`config.mk`:
```
export PLATFORM = sky130hd
export DESIGN_NAME = backprop_sequencer
export DESIGN_NICKNAME = d
export VERILOG_FILES = /design/src/rtl/backprop_pkg.sv /design/src/rtl/backprop_sequencer.sv
export SDC_FILE = /design/constraint.sdc
export NUM_CORES = 1
export LEC_CHECK = 0
export ABC_CLOCK_PERIOD_IN_PS = 2600
export BUFFER_PORTS_ARGS = -buffer_cell sky130_fd_sc_hd__buf_2
export CAP_MARGIN = 20
export CORE_MARGIN = 5
export CORE_UTILIZATION = 55
export DETAILED_ROUTE_END_ITERATION = 8
export PLACE_DENSITY = 0.82
export SYNTH_ARGS = -nofsm -noshare
export SYNTH_HDL_FRONTEND = slang
export SYNTH_SLANG_ARGS = --single-unit
export TNS_END_PERCENT = 1
```
`constraint.sdc`:
```
create_clock -name clk -period 2.6 [get_ports clk]
set_input_delay 0.26 -clock clk [delete_from_list [all_inputs] [get_ports clk]]
set_output_delay 0.26 -clock clk [all_outputs]
set_load 0.01 [all_outputs]
```
`src/rtl/backprop_pkg.sv`:
```
// Shared definitions for the backpropagation training-step controller and the
// error stage: state encodings and default bus widths.
package backprop_pkg;

    localparam int LAYER_ADDR_WIDTH_DEF = 2;
    localparam int SAMPLE_ADDR_SIZE_DEF = 10;

    localparam logic [2:0] IDLE_ENC = 3'd0;
    localparam logic [2:0] FWD_ENC  = 3'd1;
    localparam logic [2:0] ERR_ENC  = 3'd2;
    localparam logic [2:0] UPD_ENC  = 3'd3;
    localparam logic [2:0] NEXT_ENC = 3'd4;

    typedef enum logic [2:0] {
        ST_IDLE = IDLE_ENC,
        ST_FWD  = FWD_ENC,
        ST_ERR  = ERR_ENC,
        ST_UPD  = UPD_ENC,
        ST_NEXT = NEXT_ENC
    } state_t;

endpackage

```
`src/rtl/backprop_sequencer.sv`:
```
// Training-step controller: forward pass per sample, then error/update stages
// walking layers from LAYER_MAX down to 1, for SAMPLE_NUM samples.
module backprop_sequencer
    import backprop_pkg::*;
#(
    parameter int LAYER_ADDR_WIDTH = LAYER_ADDR_WIDTH_DEF,
    parameter int LAYER_MAX        = 3,
    parameter int SAMPLE_ADDR_SIZE = SAMPLE_ADDR_SIZE_DEF,
    parameter int SAMPLE_NUM       = 1000
) (
    input  logic                        clk,
    input  logic                        rst,
    input  logic                        start,
    output logic                        fwd_start,
    input  logic                        fwd_done,
    output logic                        err_start,
    input  logic                        err_done,
    output logic                        upd_start,
    input  logic                        upd_done,
    output logic [LAYER_ADDR_WIDTH-1:0] layer,
    output logic [SAMPLE_ADDR_SIZE-1:0] sample_index,
    output logic                        busy,
    output logic                        run_done
);

    localparam logic [LAYER_ADDR_WIDTH-1:0] LAYER_ZERO  = {LAYER_ADDR_WIDTH{1'b0}};
    localparam logic [LAYER_ADDR_WIDTH-1:0] LAYER_ONE   = LAYER_ADDR_WIDTH'(1);
    localparam logic [LAYER_ADDR_WIDTH-1:0] LAYER_TOP   = LAYER_ADDR_WIDTH'(LAYER_MAX);
    localparam logic [SAMPLE_ADDR_SIZE-1:0] SAMPLE_ZERO = {SAMPLE_ADDR_SIZE{1'b0}};
    localparam logic [SAMPLE_ADDR_SIZE-1:0] SAMPLE_ONE  = SAMPLE_ADDR_SIZE'(1);
    localparam logic [SAMPLE_ADDR_SIZE-1:0] SAMPLE_LAST = SAMPLE_ADDR_SIZE'(SAMPLE_NUM - 1);

    state_t                        state_r;
    state_t                        state_nx_s;
    logic [LAYER_ADDR_WIDTH-1:0]   layer_nx_s;
    logic [SAMPLE_ADDR_SIZE-1:0]   sample_nx_s;
    logic                          fwd_start_nx_s;
    logic                          err_start_nx_s;
    logic                          upd_start_nx_s;
    logic                          run_done_nx_s;
    logic                          busy_nx_s;

    // Next-state and next-output logic; every output is registered from these.
    always_comb begin
        state_nx_s     = state_r;
        layer_nx_s     = layer;
        sample_nx_s    = sample_index;
        fwd_start_nx_s = 1'b0;
        err_start_nx_s = 1'b0;
        upd_start_nx_s = 1'b0;
        run_done_nx_s  = 1'b0;
        case (state_r)
            ST_IDLE: begin
                if (start) begin
                    sample_nx_s    = SAMPLE_ZERO;
                    layer_nx_s     = LAYER_ZERO;
                    fwd_start_nx_s = 1'b1;
                    state_nx_s     = ST_FWD;
                end else begin
                    state_nx_s = ST_IDLE;
                end
            end
            ST_FWD: begin
                if (fwd_done) begin
                    layer_nx_s     = LAYER_TOP;
                    err_start_nx_s = 1'b1;
                    state_nx_s     = ST_ERR;
                end else begin
                    state_nx_s = ST_FWD;
                end
            end
            ST_ERR: begin
                if (err_done) begin
                    upd_start_nx_s = 1'b1;
                    state_nx_s     = ST_UPD;
                end else begin
                    state_nx_s = ST_ERR;
                end
            end
            ST_UPD: begin
                if (upd_done) begin
                    state_nx_s = ST_NEXT;
                end else begin
                    state_nx_s = ST_UPD;
                end
            end
            ST_NEXT: begin
                // Layer 1 is the last layer with weights; below it the sample is finished.
                if (layer > LAYER_ONE) begin
                    layer_nx_s     = layer - LAYER_ONE;
                    err_start_nx_s = 1'b1;
                    state_nx_s     = ST_ERR;
                end else if (sample_index < SAMPLE_LAST) begin
                    sample_nx_s    = sample_index + SAMPLE_ONE;
                    layer_nx_s     = LAYER_ZERO;
                    fwd_start_nx_s = 1'b1;
                    state_nx_s     = ST_FWD;
                end else begin
                    run_done_nx_s = 1'b1;
                    sample_nx_s   = SAMPLE_ZERO;
                    layer_nx_s    = LAYER_ZERO;
                    state_nx_s    = ST_IDLE;
                end
            end
            default: begin
                sample_nx_s = SAMPLE_ZERO;
                layer_nx_s  = LAYER_ZERO;
                state_nx_s  = ST_IDLE;
            end
        endcase
        busy_nx_s = (state_nx_s != ST_IDLE);
    end

    // State and output registers; reset aborts any run immediately.
    always_ff @(posedge clk) begin
        if (rst) begin
            state_r      <= ST_IDLE;
            layer        <= LAYER_ZERO;
            sample_index <= SAMPLE_ZERO;
            fwd_start    <= 1'b0;
            err_start    <= 1'b0;
            upd_start    <= 1'b0;
            run_done     <= 1'b0;
            busy         <= 1'b0;
        end else begin
            state_r      <= state_nx_s;
            layer        <= layer_nx_s;
            sample_index <= sample_nx_s;
            fwd_start    <= fwd_start_nx_s;
            err_start    <= err_start_nx_s;
            upd_start    <= upd_start_nx_s;
            run_done     <= run_done_nx_s;
            busy         <= busy_nx_s;
        end
    end

endmodule

```
==> reports/metrics.yaml, run 1 <==
timing:
  holdWs_ns: 0.231
  tns_ns: 0
  skew_ns: 0.00170
  rsz0062_at_grt: "false"
  maxSlewViolCount: 0
  setup_viol: 0
  relSlewSlack: 0.675
  hold_viol: 0
  worstMarginPinSlew_ns: 0.487
  period_minus_slack_ns: 1.78
  worst_slack_ns: 0.818
  fin_crit_sh: 0.685
  clock.fmax_ghz: 0.561
grt:
  grt_max_degree: 15
  antenna_found_initial: 0
  grt_pass1_wl_um: 3340
  grt_pass1_vias: 795
  grt_use_total: 0.170
  grt_overflow_total: 0
logic_synthesis:
  synthTopCellsByArea: "dfxtp_1 41%, nor2_1 4.3%, a31oi_1 3.9%"
  synth_edf_count: 0
  yosys.area.top_type: "dfxtp_1"
  synthCells: 108
  synth_warnings: 0
  avgSynthCellArea_um2: 8.98
  synth_cell_type_count: 39
  yosysTopAreaCellShare: 0.413
  synth-seq-cells: 20
  synth_nets: 115
  netlist_area_um2: 970
  yosysSeqAreaShare: 0.413
  synthArstFlopShare: 0
  synth-main-ff-cell: "dfxtp_1"
setup_path:
  timing.rr.start: "state_r[0]$_SDFF_PP0_"
  arrival_ns: 2.02
  startpoint: "state_r[0]$_SDFF_PP0_"
  critPathKind: "flip-flop to flip-flop"
  cp-end-kind: "flip-flop"
  cp-start-kind: "flip-flop"
  crit_fanout: 14
  cp.required_ns: 2.83
layout:
  layout_commonest_cell: "buf_2"
  seqCellArea_um2: 400
  drive_above_1_share: 0.225
  syn_to_final_growth_pct: 15.1
  fin_util: 0.653
  mostFrequentLayoutCells: "22 x buf_2, 20 x dfxtp_1, 11 x nor2_1, 7 x nand2_1"
  stdcell_area_um2: 1120
  multi_input_area_um2: 533
  final_nets: 138
  fill_cells: 145
  diodes: 0
place:
  gp_congestion: 0.849
  io_buffers: 22
  hpwl_um: 1510
  placed_area_um2: 1090
  pre_cts_ws_ns: 0.868
die:
  fp-row-count: 15
  io_pins: 23
  core_region_area_um2: 1710
  dieArea_um2: 2700
  fp.dieH_um: 52.0
  floorplan.initialDensity: 0.568
  die_w_um: 52.0
drt:
  drt_first_pass_iters: 4
  ant_nets: 0
  vias_per_cell: 5.75
  top_layer: "met4"
  wl_met1_um: 974
  drc: 0
  totalWireLength_um: 2020
  wl_per_cell_um: 13.1
  routed-wl-met3_um: 100
  num_vias: 885
  drt_iter0_markers: 19
  routed-wl-met2_um: 895
clock_network:
  numCtsBuffers: 3
  cts_root_buf: "clkbuf_4"
  post_cts_buffers: 0
  clk_latency_ns: 0.29
  cts_htree_levels: 1
  clkSlewWorstSetupHoldPaths_ns: 0.10
  cts_resized: 0
  ctsHoldBuffers: 0
  cts_tree: "built"
  clock_sinks: 20
  cts_buffer_depth: 2
flow_run:
  max-cap-violations: 0
power_and_ir_drop:
  vdd_drop_max_v: 0.000315
  leakage_nw: 0.452
  power.density_nw_per_um2: 481
run_status:
  status: "finished, final reports clean"
min_path:
  worstHoldStart: "rst"
  worstHoldPathType: "primary input to flip-flop"
## flip-flops by register name (all words and copies together) (netlist names)
register / flops
fwd_start: 1
run_done: 1
sample_index: 10
layer: 2
state_r: 3
busy: 1
upd_start: 1
err_start: 1
## worst max-delay path, stage by stage (launching register included)
cell,delay [ns]
dfxtp_1,0.64
nand4bb_1,0.31
o21ai_2,0.14
or4b_1,0.49
a21oi_1,0.14
## through the flow
step	total power, mW	cells
detailed placement	0.405	151
floorplan	0.385	108
CTS	0.543	154
global route	0.567	154
finish	0.537	154
global placement	0.404	151
## routing by layer
| metal | global-route usage | vias up |
|---|---|---|
| met5 | 0 | - |
| met4 | 0.109 | 0 |
| met3 | 0.0372 | 5 |
| met2 | 0.270 | 25 |
| met1 | 0.204 | 406 |
| li1 | - | 449 |
## worst paths after layout
path / end / depth (start not counted) / slack, ns
max: sample_index[7]$_SDFFE_PP0P_ / 4 / 0.82
min: sample_index[8]$_SDFFE_PP0P_ / 2 / 0.23
min reg2reg: run_done$_SDFF_PP0_ / 2 / 0.52
max reg2reg: sample_index[7]$_SDFFE_PP0P_ / 4 / 0.82
## Yosys cell counts, types with 3 or more instances
cell type,n
a31oi_1,6
inv_1,5
nand3_1,3
nor2_1,11
dfxtp_1,20
nand2_1,7
o21ai_0,4
or3_1,4
a21oi_1,6
## cells by family (layout without fill, tap and decap cells)
| kind of cell | after synthesis | after routing | synth area share |
|---|---|---|---|
| buf+inv | 9 | 30 | 0.0374 |
| fa+ha+maj | 1 | 1 | 0.0129 |
| compound gates | 28 | 28 | 0.195 |
| simple gates | 44 | 44 | 0.272 |
| xor+xnor | 4 | 4 | 0.0361 |
| mux | 2 | 2 | 0.0335 |
| flops | 20 | 20 | 0.413 |
## report_power, final
group | internal [mW] | switching [mW]
Combinational | 0.0312 | 0.0344
Clock | 0.0540 | 0.0840
Sequential | 0.317 | 0.0164
Total | 0.402 | 0.135
## cell type report
| class | instances | share of cell area |
|---|---|---|
| timing repair buffer | 22 | 0.0987 |
| multi-input combinational | 79 | 0.478 |
| sequential | 20 | 0.359 |
| inverter | 5 | 0.0168 |
| clock buffer | 3 | 0.0202 |
| tap | 25 | 0.0280 |
Power figures use the tool's default switching activity.
==> run 2, diff against run 1 <==
--- a/config.mk
+++ b/config.mk
@@ -5,13 +5,13 @@
 export SDC_FILE = /design/constraint.sdc
 export NUM_CORES = 1
 export LEC_CHECK = 0
-export ABC_CLOCK_PERIOD_IN_PS = 2600
+export ABC_CLOCK_PERIOD_IN_PS = 1800
 export BUFFER_PORTS_ARGS = -buffer_cell sky130_fd_sc_hd__buf_2
 export CAP_MARGIN = 20
 export CORE_MARGIN = 5
-export CORE_UTILIZATION = 55
+export CORE_UTILIZATION = 51
 export DETAILED_ROUTE_END_ITERATION = 8
-export PLACE_DENSITY = 0.82
+export PLACE_DENSITY = 0.76
 export SYNTH_ARGS = -nofsm -noshare
 export SYNTH_HDL_FRONTEND = slang
 export SYNTH_SLANG_ARGS = --single-unit
==> constraint.sdc (replaced) <==
create_clock -name clk -period 1.8 [get_ports clk]
set_input_delay 0.18 -clock clk [delete_from_list [all_inputs] [get_ports clk]]
set_output_delay 0.18 -clock clk [all_outputs]
set_load 0.01 [all_outputs]
==> run 2 against run 1 <==
Effect of this change: first-iteration DRC count grew 26%; sequential share of layout area fell by 1.8 points; die area grew 6.3%; hold slack got worse by 0.089 ns; critical path type unchanged; wire length up 5.5%.
==> reports/metrics.yaml, run 2 (same netlist as run 1, synthesis figures left out) <==
clock_network:
  cts_resized: 0
  clkSlewWorstSetupHoldPaths_ns: 0.12
  clk_latency_ns: 0.30
  cts_root_buf: "clkbuf_4"
  ctsHoldBuffers: 0
  cts_tree: "built"
  clock_sinks: 20
  cts_buffer_depth: 2
  cts_htree_levels: 1
  post_cts_buffers: 0
  numCtsBuffers: 3
timing:
  tns_ns: 0
  skew_ns: 0.0116
  setup_viol: 0
  relSlewSlack: 0.739
  fin_crit_sh: 0.923
  hold_viol: 0
  holdWs_ns: 0.142
  worstMarginPinSlew_ns: 0.391
  clock.fmax_ghz: 0.602
  worst_slack_ns: 0.138
  maxSlewViolCount: 0
  rsz0062_at_grt: "false"
  period_minus_slack_ns: 1.66
setup_path:
  critPathKind: "flip-flop to flip-flop"
  cp-start-kind: "flip-flop"
  cp.required_ns: 2.03
  timing.rr.start: "state_r[0]$_SDFF_PP0_"
  startpoint: "state_r[0]$_SDFF_PP0_"
  crit_fanout: 8
  arrival_ns: 1.89
  cp-end-kind: "flip-flop"
grt:
  grt_max_degree: 13
  grt_pass1_vias: 813
  grt_use_total: 0.166
  grt_overflow_total: 0
  grt_pass1_wl_um: 3560
  antenna_found_initial: 0
power_and_ir_drop:
  power.total_mw: 0.944
  leakage_nw: 0.487
  vdd_drop_max_v: 0.000501
  power.density_nw_per_um2: 803
die:
  core_region_area_um2: 1760
  floorplan.initialDensity: 0.550
  dieArea_um2: 2870
  io_pins: 23
  die_w_um: 53.6
  fp-row-count: 15
  fp.dieH_um: 53.6
run_status:
  status: "finished, final reports clean"
layout:
  diodes: 0
  reg_top3: "sample_index: 10 flops, state_r: 3 flops, layer: 2 flops"
  fill_cells: 171
  mostFrequentLayoutCells: "22 x buf_2, 20 x dfxtp_1, 11 x nor2_1, 7 x nand2_1"
  regMostFlops: "sample_index"
  largest_reg_flops: 10
  layout_commonest_cell: "buf_2"
  drive_above_1_share: 0.254
  syn_to_final_growth_pct: 21.3
  final_cell_count_no_fill: 159
  final_nets: 142
place:
  gp_congestion: 0.876
  pre_cts_ws_ns: 0.195
  io_buffers: 22
  place_inst: 155
  hpwl_um: 1590
drt:
  num_vias: 916
  vias_per_cell: 5.76
  drc: 0
  drt_first_pass_iters: 5
  ant_nets: 0
  totalWireLength_um: 2130
  wl_per_cell_um: 13.4
  drt_iter0_markers: 24
flow_run:
  max-cap-violations: 0
min_path:
  worstHoldPathType: "primary input to flip-flop"
  worstHoldStart: "err_done"
run 2: cell types whose count changed in the layout (fill, tap and decap cells not counted), sizes merged:
cell | before | now
buf | 22 | 26
bufinv | 0 | 1
run 2: final timing paths:
check	cells after the start	slack, ns	end
worst max-delay path	4	0.14	sample_index[7]$_SDFFE_PP0P_
worst min-delay path	2	0.14	upd_start$_SDFF_PP0_
worst max register to register	4	0.14	sample_index[7]$_SDFFE_PP0P_
worst min register to register	2	0.52	run_done$_SDFF_PP0_
run 2: cell type report:
cell class                      instances  area, um2  area share
Multi-Input combinational cell         79        533       0.453
Clock buffer                            3       22.5      0.0191
Timing Repair Buffer                   26        140       0.119
Tap cell                               25       31.3      0.0266
Clock inverter                          1       30.0      0.0255
Inverter                                5       18.8      0.0160
Sequential cell                        20        400       0.340
run 2: metrics by stage:
step	instance area [um2]	util
5_1_grt	1180	0.667
6_report	1180	0.667
4_1_cts	1180	0.667
2_1_floorplan	970	-
3_3_place_gp	1120	0.637
3_5_place_dp	1120	0.637
run 2: per-layer routing:
layer  vias up  GRT usage  wire length (um)
li1        449          -                 -
met1       430      0.224               992
met2        35      0.255               959
met3         2     0.0360               162
met4         0     0.0681                17
met5         -          0                 0
run 2: critical path: stages (launching register included):
cell       delay (ns)
dfxtp_1          0.52
nand4bb_1        0.29
o21ai_2          0.14
or4b_1           0.50
a21oi_1          0.15
run 2: power breakdown:
part           internal, mW  total, mW  switching (mW)  leakage [nW]
Clock                 0.225      0.360           0.135        0.0279
Combinational        0.0499      0.110          0.0600         0.297
Sequential            0.458      0.475          0.0169         0.162
==> run 3, diff against run 2 <==
--- a/config.mk
+++ b/config.mk
@@ -8,7 +8,7 @@
 export ABC_CLOCK_PERIOD_IN_PS = 1800
 export BUFFER_PORTS_ARGS = -buffer_cell sky130_fd_sc_hd__buf_2
 export CAP_MARGIN = 20
-export CORE_MARGIN = 5
+export CORE_MARGIN = 2
 export CORE_UTILIZATION = 51
 export DETAILED_ROUTE_END_ITERATION = 8
 export PLACE_DENSITY = 0.76
==> run 3 against run 2 <==
Effect of this change: wire length decreased by 0.47%; count of clock-buffer cells in the layout unchanged; clock skew down 0.0068 ns; hold slack improved by 0.011 ns; non-clock buffer count fell by 1; cell count is 1.3% lower; total power decreased by 17%; clock power is 44% lower; maximum frequency increased by 1.3%; largest cell class unchanged; highest routed layer unchanged.
==> reports/metrics.yaml, run 3 (same netlist as run 1, synthesis figures left out) <==
clock_network:
  numCtsBuffers: 3
  cts_htree_levels: 1
  cts_root_buf: "clkbuf_4"
  cts_tree: "built"
  clock_sinks: 20
  ctsHoldBuffers: 0
  clkSlewWorstSetupHoldPaths_ns: 0.10
  cts_buffer_depth: 2
  clk_latency_ns: 0.30
setup_path:
  cp-start-kind: "flip-flop"
  crit_fanout: 5
  critPathKind: "flip-flop to flip-flop"
  r2r_cells: 5
  timing.rr.start: "sample_index[0]$_SDFFE_PP0P_"
  cp-end-kind: "flip-flop"
  crit_chain: "ha_1, a211o_1, a31oi_1, a21oi_1, a31oi_1"
  arrival_ns: 1.87
  crit_path_frequent_cell: "a31oi_1"
  critPathMaxStageDelay_ns: 0.36
  cp.required_ns: 2.03
  reg2reg_to: "busy$_SDFF_PP0_"
  cp_slowest_cell: "dfxtp_1"
  r2r_setup_slack_ns: 0.16
  startpoint: "sample_index[0]$_SDFFE_PP0P_"
min_path:
  min_to: "upd_start$_SDFF_PP0_"
  worstHoldPathCells: 2
  worstHoldStart: "err_done"
  worstHoldPathType: "primary input to flip-flop"
timing:
  skew_ns: 0.00474
  maxSlewViolCount: 0
  relSlewSlack: 0.733
  rsz0062_at_grt: "false"
  period_minus_slack_ns: 1.64
  hold_viol: 0
  setup_viol: 0
  clock.fmax_ghz: 0.609
  worstMarginPinSlew_ns: 0.400
  tns_ns: 0
  fin_crit_sh: 0.912
die:
  io_pins: 23
  core_region_area_um2: 1760
  floorplan.initialDensity: 0.550
  fp-row-count: 15
  die_w_um: 47.6
  dieArea_um2: 2270
  fp.dieH_um: 47.6
layout:
  largest_reg_flops: 10
  layout_commonest_cell: "buf_2"
  mostFrequentLayoutCells: "22 x buf_2, 19 x dfxtp_1, 11 x nor2_1, 7 x nand2_1"
  reg_top3: "sample_index: 10 flops, state_r: 3 flops, layer: 2 flops"
  drive_above_1_share: 0.250
  diodes: 0
  fill_cells: 176
  regMostFlops: "sample_index"
  final_nets: 141
  fin_util: 0.646
  syn_to_final_growth_pct: 17.5
drt:
  num_vias: 916
  drt_first_pass_iters: 4
  vias_per_cell: 5.83
  drc: 0
  drt_iter0_markers: 26
  totalWireLength_um: 2120
  wl_per_cell_um: 13.5
  ant_nets: 0
run_status:
  status: "finished, final reports clean"
power_and_ir_drop:
  power.density_nw_per_um2: 688
  power.total_mw: 0.785
  leakage_nw: 0.468
  vdd_drop_max_v: 0.000522
grt:
  grt_pass1_vias: 724
  grt_pass1_wl_um: 3460
  antenna_found_initial: 0
  grt_overflow_total: 0
  grt_max_degree: 15
  grt_use_total: 0.227
flow_run:
  max-cap-violations: 0
place:
  io_buffers: 22
  gp_congestion: 0.816
  hpwl_um: 1540
run 3: per-layer routing:
layer	global-route usage	up-vias	share of wire
li1	-	451	-
met1	0.317	432	0.46
met2	0.316	29	0.47
met3	0.0830	4	0.063
met4	0.0919	0	0.013
met5	0	-	0
run 3: area by class of cell:
cell class	instances	area, um2	share of cell area
flip-flops and latches	20	402	0.352
repair buffers	25	133	0.116
inverters	5	18.8	0.0165
clock buffers	3	22.5	0.0198
multi-input cells	79	533	0.468
well taps	25	31.3	0.0274
run 3: worst max-delay path by stage:
stage,end,slack [ns]
after floorplan,sample_index[8]$_SDFFE_PP0P_,0.28
after global placement,sample_index[7]$_SDFFE_PP0P_,0.12
after detailed placement,sample_index[7]$_SDFFE_PP0P_,0.05
after CTS,sample_index[7]$_SDFFE_PP0P_,0.02
after global routing,sample_index[7]$_SDFFE_PP0P_,0.06
final,busy$_SDFF_PP0_,0.16
run 3: where the power goes:
group	switching [mW]	internal, mW	leakage, nW
clock	0.124	0.0781	0.0138
combinational	0.0562	0.0485	0.291
sequential	0.0195	0.458	0.163
total	0.200	0.585	0.468
run 3: per-stage QoR:
| stage | worst slack, ns | hold WS [ns] | std cells | instance area, um2 |
|---|---|---|---|---|
| after global placement | 0.122 | 0.469 | 154 | 1120 |
| final | 0.159 | 0.153 | 157 | 1140 |
| after detailed placement | 0.0537 | 0.466 | 154 | 1120 |
| after CTS | 0.0152 | 0.152 | 157 | 1140 |
| after global routing | 0.0574 | 0.150 | 157 | 1140 |
| after floorplan | 0.282 | 0.351 | 108 | 970 |
run 3: repair_timing:
| item | CTS | global route |
|---|---|---|
| buffers inserted | 0 | 0 |
| setup endpoints to repair | 0 | 7 |
| gates resized for setup | 0 | 1 |
run 3: critical path, delay by kind of cell (launching register included):
family,cells,cell delay (ns)
compound gates,4,0.94
flops,1,0.36
fa+ha+maj,1,0.27
